### config.mk
export PLATFORM = sky130hd
export DESIGN_NAME = lock_entry
export DESIGN_NICKNAME = d
export VERILOG_FILES = /design/src/rtl/lock_pkg.sv /design/src/rtl/lockout_timer.sv /design/src/rtl/lock_entry.sv
export SDC_FILE = /design/constraint.sdc
export NUM_CORES = 1
export LEC_CHECK = 0
export CORE_MARGIN = 4
export CORE_UTILIZATION = 50
export DETAILED_ROUTE_END_ITERATION = 10
export PLACE_DENSITY_LB_ADDON = 0.1
export RECOVER_POWER = 25
export SLEW_MARGIN = 25
export SYNTH_ARGS = -nofsm -noshare
export SYNTH_HDL_FRONTEND = slang
export SYNTH_HIERARCHICAL = 1
export SYNTH_SLANG_ARGS = --single-unit
### constraint.sdc
create_clock -name clk -period 3 [get_ports clk]
set_clock_uncertainty 0.15 [all_clocks]
set_input_delay 0.45 -clock clk [delete_from_list [all_inputs] [get_ports clk]]
set_output_delay 0.45 -clock clk [all_outputs]
set_load 0.01 [all_outputs]
### src/rtl/lock_pkg.sv
// Shared types and constants for the digital-lock controller.
package lock_pkg;

    localparam int unsigned DIGIT_W    = 4;
    localparam int unsigned NUM_DIGITS = 4;
    localparam int unsigned CNT_W      = 3;
    localparam int unsigned FAIL_W     = 3;

    typedef enum logic [1:0] {
        ENTRY   = 2'd0,
        OPEN    = 2'd1,
        PROGRAM = 2'd2,
        LOCKOUT = 2'd3
    } state_e;

    // Four display/entry nibbles; index 3 is the leftmost digit.
    typedef logic [NUM_DIGITS-1:0][DIGIT_W-1:0] digit_buf_t;

    localparam logic [DIGIT_W-1:0] KEY_ENTER  = 4'd10;
    localparam logic [DIGIT_W-1:0] KEY_CLEAR  = 4'd11;
    localparam logic [DIGIT_W-1:0] KEY_PROG   = 4'd12;
    localparam logic [DIGIT_W-1:0] KEY_LOCK   = 4'd13;
    localparam logic [DIGIT_W-1:0] BLANK      = 4'hF;
    localparam logic [DIGIT_W-1:0] MASK_DIGIT = 4'd8;

    localparam digit_buf_t BLANK_BUF = {NUM_DIGITS{BLANK}};

    function automatic logic is_digit(input logic [DIGIT_W-1:0] k);
        return k <= 4'd9;
    endfunction

    function automatic digit_buf_t shift_in(input digit_buf_t b, input logic [DIGIT_W-1:0] k);
        return {b[2:0], k};
    endfunction

endpackage

### src/rtl/lockout_timer.sv
// Down-counter that paces the LOCKOUT period; done pulses in the cycle the count reaches 0.
module lockout_timer #(
    parameter int unsigned LOCKOUT_CYCLES = 1000
) (
    input  logic clk,
    input  logic rst,
    input  logic start,
    output logic done
);

    localparam int unsigned TMR_W = $clog2(LOCKOUT_CYCLES + 1);

    logic [TMR_W-1:0] count_q, count_d;
    logic             done_q, done_d;

    always_comb begin
        count_d = count_q;
        done_d  = 1'b0;
        if (start) begin
            count_d = TMR_W'(LOCKOUT_CYCLES);
        end else if (count_q != '0) begin
            count_d = count_q - TMR_W'(1);
            done_d  = (count_q == TMR_W'(1));
        end
    end

    always_ff @(posedge clk) begin
        if (rst) begin
            count_q <= '0;
            done_q  <= 1'b0;
        end else begin
            count_q <= count_d;
            done_q  <= done_d;
        end
    end

    assign done = done_q;

endmodule

### src/rtl/lock_entry.sv
// Keypad lock controller: collects a 4-digit code, opens/reprograms, locks out after repeated failures.
// Optional LOCK_MASK_DISPLAY_EN: digits typed in ENTRY are shown as 4'd8 instead of their value.
module lock_entry
    import lock_pkg::*;
#(
    parameter logic [15:0] DEFAULT_CODE   = 16'h1234,
    parameter int unsigned MAX_TRIES      = 3,
    parameter int unsigned LOCKOUT_CYCLES = 1000
) (
    input  logic       clk,
    input  logic       rst,
    input  logic [3:0] key,
    input  logic       key_valid,
    output logic [3:0] digit3,
    output logic [3:0] digit2,
    output logic [3:0] digit1,
    output logic [3:0] digit0,
    output logic       unlocked,
    output logic       alarm
);

    state_e            state_q, state_d;
    digit_buf_t        buf_q, buf_d;
    digit_buf_t        code_q, code_d;
    digit_buf_t        digits_q, digits_d;
    logic [CNT_W-1:0]  cnt_q, cnt_d;
    logic [FAIL_W-1:0] fail_q, fail_d;
    logic [FAIL_W-1:0] fail_inc;
    logic              unlocked_q, unlocked_d;
    logic              alarm_q, alarm_d;
    logic              key_ok;
    logic              timer_start;
    logic              timer_done;

    lockout_timer #(
        .LOCKOUT_CYCLES(LOCKOUT_CYCLES)
    ) u_timer (
        .clk  (clk),
        .rst  (rst),
        .start(timer_start),
        .done (timer_done)
    );

    assign key_ok   = key_valid && (key <= KEY_LOCK);
    assign fail_inc = fail_q + FAIL_W'(1);

    always_comb begin
        state_d     = state_q;
        buf_d       = buf_q;
        code_d      = code_q;
        cnt_d       = cnt_q;
        fail_d      = fail_q;
        timer_start = 1'b0;
        digits_d    = BLANK_BUF;

        case (state_q)
            ENTRY: begin
                if (key_ok) begin
                    if (is_digit(key)) begin
                        buf_d = shift_in(buf_q, key);
                        cnt_d = (cnt_q == CNT_W'(4)) ? cnt_q : cnt_q + CNT_W'(1);
                    end else if (key == KEY_CLEAR) begin
                        buf_d = BLANK_BUF;
                        cnt_d = '0;
                    end else if (key == KEY_ENTER) begin
                        buf_d = BLANK_BUF;
                        cnt_d = '0;
                        if (cnt_q == CNT_W'(4) && buf_q == code_q) begin
                            state_d = OPEN;
                            fail_d  = '0;
                        end else begin
                            fail_d = fail_inc;
                            if (fail_inc == FAIL_W'(MAX_TRIES)) begin
                                state_d     = LOCKOUT;
                                timer_start = 1'b1;
                            end
                        end
                    end
                end
            end
            OPEN: begin
                if (key_ok && key == KEY_LOCK) begin
                    state_d = ENTRY;
                    buf_d   = BLANK_BUF;
                    cnt_d   = '0;
                end else if (key_ok && key == KEY_PROG) begin
                    state_d = PROGRAM;
                    buf_d   = BLANK_BUF;
                    cnt_d   = '0;
                end
            end
            PROGRAM: begin
                if (key_ok) begin
                    if (is_digit(key)) begin
                        buf_d = shift_in(buf_q, key);
                        cnt_d = (cnt_q == CNT_W'(4)) ? cnt_q : cnt_q + CNT_W'(1);
                    end else if (key == KEY_CLEAR) begin
                        buf_d = BLANK_BUF;
                        cnt_d = '0;
                    end else if (key == KEY_ENTER && cnt_q == CNT_W'(4)) begin
                        code_d  = buf_q;
                        state_d = OPEN;
                        buf_d   = BLANK_BUF;
                        cnt_d   = '0;
                    end else if (key == KEY_LOCK) begin
                        state_d = OPEN;
                        buf_d   = BLANK_BUF;
                        cnt_d   = '0;
                    end
                end
            end
            LOCKOUT: begin
                if (timer_done) begin
                    state_d = ENTRY;
                    fail_d  = '0;
                end
            end
            default: state_d = ENTRY;
        endcase

        // Registered outputs reflect the state and buffer being entered this edge.
        unlocked_d = (state_d == OPEN) || (state_d == PROGRAM);
        alarm_d    = (state_d == LOCKOUT);
        if (state_d == PROGRAM) begin
            digits_d = buf_d;
        end else if (state_d == ENTRY) begin
`ifdef LOCK_MASK_DISPLAY_EN
            for (int i = 0; i < int'(NUM_DIGITS); i++) begin
                digits_d[i] = (buf_d[i] == BLANK) ? BLANK : MASK_DIGIT;
            end
`else
            digits_d = buf_d;
`endif
        end
    end

    always_ff @(posedge clk) begin
        if (rst) begin
            state_q    <= ENTRY;
            buf_q      <= BLANK_BUF;
            code_q     <= digit_buf_t'(DEFAULT_CODE);
            digits_q   <= BLANK_BUF;
            cnt_q      <= '0;
            fail_q     <= '0;
            unlocked_q <= 1'b0;
            alarm_q    <= 1'b0;
        end else begin
            state_q    <= state_d;
            buf_q      <= buf_d;
            code_q     <= code_d;
            digits_q   <= digits_d;
            cnt_q      <= cnt_d;
            fail_q     <= fail_d;
            unlocked_q <= unlocked_d;
            alarm_q    <= alarm_d;
        end
    end

    assign digit3   = digits_q[3];
    assign digit2   = digits_q[2];
    assign digit1   = digits_q[1];
    assign digit0   = digits_q[0];
    assign unlocked = unlocked_q;
    assign alarm    = alarm_q;

endmodule

-- After elaboration in Yosys (flattened, before gate mapping)
Index checks and enable logic that the tools add are counted.
- div/mod/pow operators: 0
- $lt $le $gt $ge: 2
- bitwise operators: 3
- shift-type cells: 0
- muxes and demuxes: 58
- multiply operators: 0
- $add $sub $neg: 3
- equal/unequal tests: 23
- reduce and logical (&&, ||, !) cells: 17
- operator list (operator ; count):
    16-bit two-way mux ; 13
    3-bit two-way mux ; 18
    16-bit one-hot mux with 3 select lines ; 1
    2-bit two-way mux ; 14
    10-bit two-way mux ; 2
    16-bit equality test ; 1
    4-bit equality test, second input constant ; 4
    6-bit AND reduction ; 2
    10-bit by 1-bit equality test with 1-bit output, second input constant ; 1
    2-bit inequality test, second input constant ; 5
    10-bit nonzero test ; 1
    10-bit by 1-bit subtractor with 10-bit output, second input constant ; 1
    3-bit one-hot mux with 3 select lines ; 1
    2-bit equality test, second input constant ; 4
    4-bit less-or-equal comparator, second input constant ; 2
    2-bit one-hot mux with 4 select lines ; 1
    1-bit two-way mux ; 7
    3-bit by 1-bit adder with 3-bit output, second input constant ; 2
    3-bit one-hot mux with 2 select lines ; 1
    1-bit logical AND ; 5
    5-bit inequality test, second input constant ; 1
    5-bit AND reduction ; 1
    2-bit by 1-bit equality test with 1-bit output, second input constant ; 2
    2-bit logical NOT ; 2
    other kinds (11) ; 14
- word-level logic and storage cells: 126
- ROM bits: 0
- memory bits (writable): 0
- memories kept: 0
- bits in latches: 0
- bits of input ports: 7
- output and inout port bits: 18
- bits in registers: 69

-- Depth between registers and ports, before layout
- depth in word-level cells: 12
- gate-level depth with buffers: 11

-- Hierarchy
Netlist, hierarchy kept.
- by module, submodules not included (module ; cells an instance ; sequential area each (µm²) ; times used ; area each (µm²)):
    lock_entry ; 314 ; 1161.1 ; 1 ; 2796.4
    lockout_timer ; 69 ; 220.2 ; 1 ; 613.1

-- Least setup slack after synthesis
No wires, ideal clock.
- kind: register to register
- start point: reg cnt_q[0]
- end point: reg digits_q, in the netlist digit0[0]
- data required time: 2.709 ns
- setup slack: 0.271 ns
- library setup time: 0.141 ns
- data arrival time: 2.438 ns
- stages on the path, launching flop included: 12
- cells stage by stage: dfxtp_1 -> inv_1 -> ha_1 -> nand2_1 -> or3_1 -> or2_2 -> a41oi_1 -> ha_1 -> nor2_1 -> nor2_1 -> clkbuf_1 -> o211ai_1
- cells in the longest elaborated chain, start to end: 11
- ends and longest elaborated chain (element ; line ; text):
    from (decl) ; lock_entry.sv:26 ; logic [CNT_W-1:0] cnt_q, cnt_d;
    from (signal assigned) ; lock_entry.sv:152 ; cnt_q <= cnt_d;
    3-bit equality test (*) ; lock_entry.sv:68, lock_entry.sv:100 ;
    1-bit logical AND ; lock_entry.sv:68 ; if (cnt_q == CNT_W'(4) && buf_q == code_q) begin
    2-bit two-way mux ; lock_entry.sv:68 ;
    2-bit two-way mux ; lock_entry.sv:65 ; end else if (key == KEY_ENTER) begin
    2-bit two-way mux ; lock_entry.sv:62 ; end else if (key == KEY_CLEAR) begin
    2-bit two-way mux ; lock_entry.sv:59 ; if (is_digit(key)) begin
    2-bit two-way mux ; lock_entry.sv:58 ; if (key_ok) begin
    2-bit one-hot mux with 4 select lines ; lock_entry.sv:56 ; case (state_q)
    2-bit logical NOT ; lock_entry.sv:126 ; end else if (state_d == ENTRY) begin
    16-bit two-way mux ; lock_entry.sv:126 ;
    16-bit two-way mux (*) ; lock_entry.sv:124 ; if (state_d == PROGRAM) begin
    to (signal assigned) ; lock_entry.sv:151 ; digits_q <= digits_d;
    to (decl) ; lock_entry.sv:25 ; digit_buf_t digits_q, digits_d;
Mark *: on every way between the ends. The rest lies on a longest branch, timed or not.
A chain may end at the register's enable or synchronous reset.

-- Worst setup path after layout
- start point: reg buf_q[5] in the netlist's numbering
- end point: reg digits_q, in the netlist digit2[2]
- cells in the longest elaborated chain, start to end: 11
- ends and longest elaborated chain (element ; line ; text):
    from (decl) ; lock_entry.sv:23 ; digit_buf_t buf_q, buf_d;
    from (signal assigned) ; lock_entry.sv:149 ; buf_q <= buf_d;
    16-bit equality test (*) ; lock_entry.sv:68 ;
    1-bit logical AND (*) ; lock_entry.sv:68 ;
    2-bit two-way mux (*) ; lock_entry.sv:68 ;
    2-bit two-way mux (*) ; lock_entry.sv:65 ;
    2-bit two-way mux (*) ; lock_entry.sv:62 ;
    2-bit two-way mux (*) ; lock_entry.sv:59 ;
    2-bit two-way mux (*) ; lock_entry.sv:58 ;
    2-bit one-hot mux with 4 select lines (*) ; lock_entry.sv:56 ;
    2-bit logical NOT ; lock_entry.sv:126 ;
    16-bit two-way mux ; lock_entry.sv:126 ;
    16-bit two-way mux (*) ; lock_entry.sv:124 ;
Marks and branches as above.

==> results.md <==
- Status: completed
- Max cap viols: 0
- CTS sink count: 69
- Main synth FF type: dfxtp_1
- Post-synthesis instance total: 383
- Mean Syn Cell Area: 8.90 um2
- IO Pins: 25
- Vias per cell: 6.05
- PostCTS Resize Cnt: 0
- Initial antenna violation count: 0
- Leakage power: 1.44 nW
- Xor and xnor area share after synthesis: 4.11%
- Register area share after synthesis: 40.5%
- Fraction of layout instances using a drive strength above 1: 13.8%
- CP Buf/Inv Count: 2
- Diode count: 0
- Worst setup margin: 0.268 ns
- H-tree depth: 3
- Critical path's top delay family: simple AND/OR/NAND/NOR gates
- Final ANT Viol Nets: 0
- TritonRoute pass-1 iters: 4
- Crit end category: register
- Die Wd: 90.6 um
- Crit start category: register
- F_max: 366 MHz
- Worst slew margin: 45.9%
- CP max-delay cell: nor4_1
- Critical path required time: 3.11 ns
- Cells along the critical path: xor2_1 > nor4_1 > nand3_1 > buf_4 > nor3_1 > nor2_1 > ha_1 > nor2_1 > nor2_4 > buf_4 > o211ai_1
- Pre-CTS setup slack: -0.183 ns
- Core Area: 6490 um2
- Post-route minimum period: 2.73 ns
- Crit path capture: digit2[2]
- Largest family of logic cells by synthesized area: simple AND/OR/NAND/NOR gates
- Commonest non-fill, non-tap cell in the layout: dfxtp_1
- Count of final setup violators: 0
- Grt ovf: 0
- CP max FO: 8
- Routed WL: 8130 um
- Num CTS Buffers: 9
- First-pass GRT wire length: 13800 um
- Simple-gate area share of the yosys netlist: 21.4%
- Slew Limit Fails: 0
- Post-Syn Nets: 399
- Complex-gate fraction of the synthesized area: 21.2%
- CTS max path bufs: 2
- Post-CTS Hold Buffers: 0
- Crit path launch: buf_q[5]
- Commonest non-fill, non-tap cells in the layout: 69 x dfxtp_1, 31 x nor2_1, 27 x buf_4
- CP Class: reg2reg
- Via Count: 3059
- Yosys warnings: 6
- Die Y: 90.6 um
- Die area: 8200 um2
- Synth Area in Adders: 3.30%
- Clock-pin slew on the worst setup and hold paths: 0.08 ns
- Drt first-iter violations: 216
- Post-synth EDFFs: 0
- Root Buffer: clkbuf_8
- Worst R2R Path Depth: 11
- Initial Util: 52.5%
- Rows: 29
- Crit-path max cell delay: 0.44 ns
- Area delta synth->final: 18.7%
- Placer Congestion: 0.853
- RSZ-0062 raised after global routing: false
- DRC: 0
- Vias in the first global route: 2922
- Total stage count of the critical path: 11
- Worst r2r src: buf_q[5]
- Setup slack, reg-to-reg: 0.27 ns
- Post-DP HPWL: 5840 um
- Arr. time, crit path: 2.84 ns
- Post-synthesis mux area share: 4.99%
- DR WL/cell: 16.1 um
- Power Dens Cells: 603 nW/um2
- Post-CTS Setup Inserts: 0
- Peak VDD IR: 0.000616 V
- TritonCTS clock tree: done
- Clk_lat worst skew: 0.34 ns
- Tcrit/Tclk final: 91.1%
- Post-synth ARST share: 0%
- Port-buffer cells: 24
- Netlist cell types: 62
- Total power: 2.44 mW
- Total track usage: 20.4%
- Count of final hold-check violations: 0
- Min-Delay Path Class: reg2reg
- Synthesized area: 3410 um2
- Largest net degree at the start of global routing: 25
- Worst Tran Pin Value: 0.810 ns
- Nets: 440
- #FFs+latches synth: 69
- RR Endpoint: digit2[2]
[final cells by class]
| cell class | count | area (um2) |
|---|---|---|
| clock buffer | 9 | 124 |
| inverter | 11 | 41.3 |
| clock inverter | 7 | 73.8 |
| timing repair buffer | 52 | 447 |
| tap | 77 | 96.3 |
| sequential | 69 | 1380 |
| fill | 543 | 2450 |
| multi-input combinational | 281 | 1880 |
[per-layer routing]
metal	part of all wire [%]	global-route usage, %	wire length [um]
met3	5.1	5.67	411
met4	1.3	5.23	102
met1	47	26.2	3820
met2	47	33.5	3800
met5	0	0	0
[tightest hold or removal path, cell delays in order (launching register included)]
cell and delay, ns:
dfxtp_1 0.33, nand2_1 0.06, a21oi_1 0.05
[through the flow]
stage	util [%]	hold WS [ns]	cells	cell area, um2	TNS [ns]
6_report	62.3	0.332	506	4050	0
4_1_cts	62.3	0.336	506	4040	0
3_3_place_gp	59.2	0.309	490	3850	-0.791
2_1_floorplan	-	0.289	383	3410	0
3_5_place_dp	59.2	0.324	490	3850	-1.83
5_1_grt	62.3	0.359	506	4050	0
[registers in the layout, summed over array words and instances (netlist names), 2 cells and up]
register	count
code_q	16
cnt_q	3
digit0	4
digit2	4
digit3	4
digit1	4
buf_q	16
fail_q	3
u_timer/count_q	10
state_q	2
[power breakdown]
| group | total [mW] | switching [mW] | internal (mW) |
|---|---|---|---|
| Clock | 0.755 | 0.367 | 0.388 |
| Combinational | 0.587 | 0.311 | 0.275 |
| Sequential | 1.10 | 0.111 | 0.987 |
| Total | 2.44 | 0.789 | 1.65 |
[how the worst min path moves through the flow]
stage | start | slack (ns) | cells past startpoint | endpoint
2_1_floorplan | fail_q[2] | 0.29 | 2 | fail_q[2]
5_1_grt | fail_q[1] | 0.36 | 2 | fail_q[1]
6_report | fail_q[1] | 0.33 | 2 | fail_q[1]
3_5_place_dp | fail_q[2] | 0.32 | 2 | fail_q[2]
4_1_cts | fail_q[1] | 0.34 | 2 | fail_q[1]
3_3_place_gp | fail_q[2] | 0.31 | 2 | fail_q[2]
[cell usage after synthesis (2+ instances only)]
cell type	count	area share [%]
o211ai_1	25	5.5
inv_1	10	1.1
nor3b_1	5	1.1
o2bb2ai_1	3	0.77
nand4_1	5	0.92
o2111ai_1	2	0.51
o21ai_1	3	0.44
nand3_1	14	2.1
dfxtp_1	69	41
ha_1	9	3.3
or3_1	2	0.37
nand2_1	22	2.4
nor2_1	32	3.5
mux2i_1	17	5.0
o31ai_1	2	0.44
o21ai_0	25	3.7
buf_2	3	0.44
nor3_1	13	1.9
a211o_1	2	0.51
a21oi_1	18	2.6
nand2b_1	8	1.5
a31oi_1	5	0.92
nor4_1	7	1.3
xnor2_1	4	1.0
a41o_1	3	0.88
xor2_1	12	3.1
clkbuf_1	16	1.8
nor2b_1	4	0.73
o21a_1	2	0.44
or2_2	3	0.55
a31o_2	3	0.77
and3_1	2	0.37
a41oi_1	2	0.51
o22ai_1	2	0.37
a2bb2oi_1	2	0.51
[cell families after synthesis]
family          count (synthesis)
simple gates                  131
buf+inv                        33
compound gates                108
mux                            17
flops                          69
xor+xnor                       16
fa+ha+maj                       9
Power figures use the tool's default switching activity.
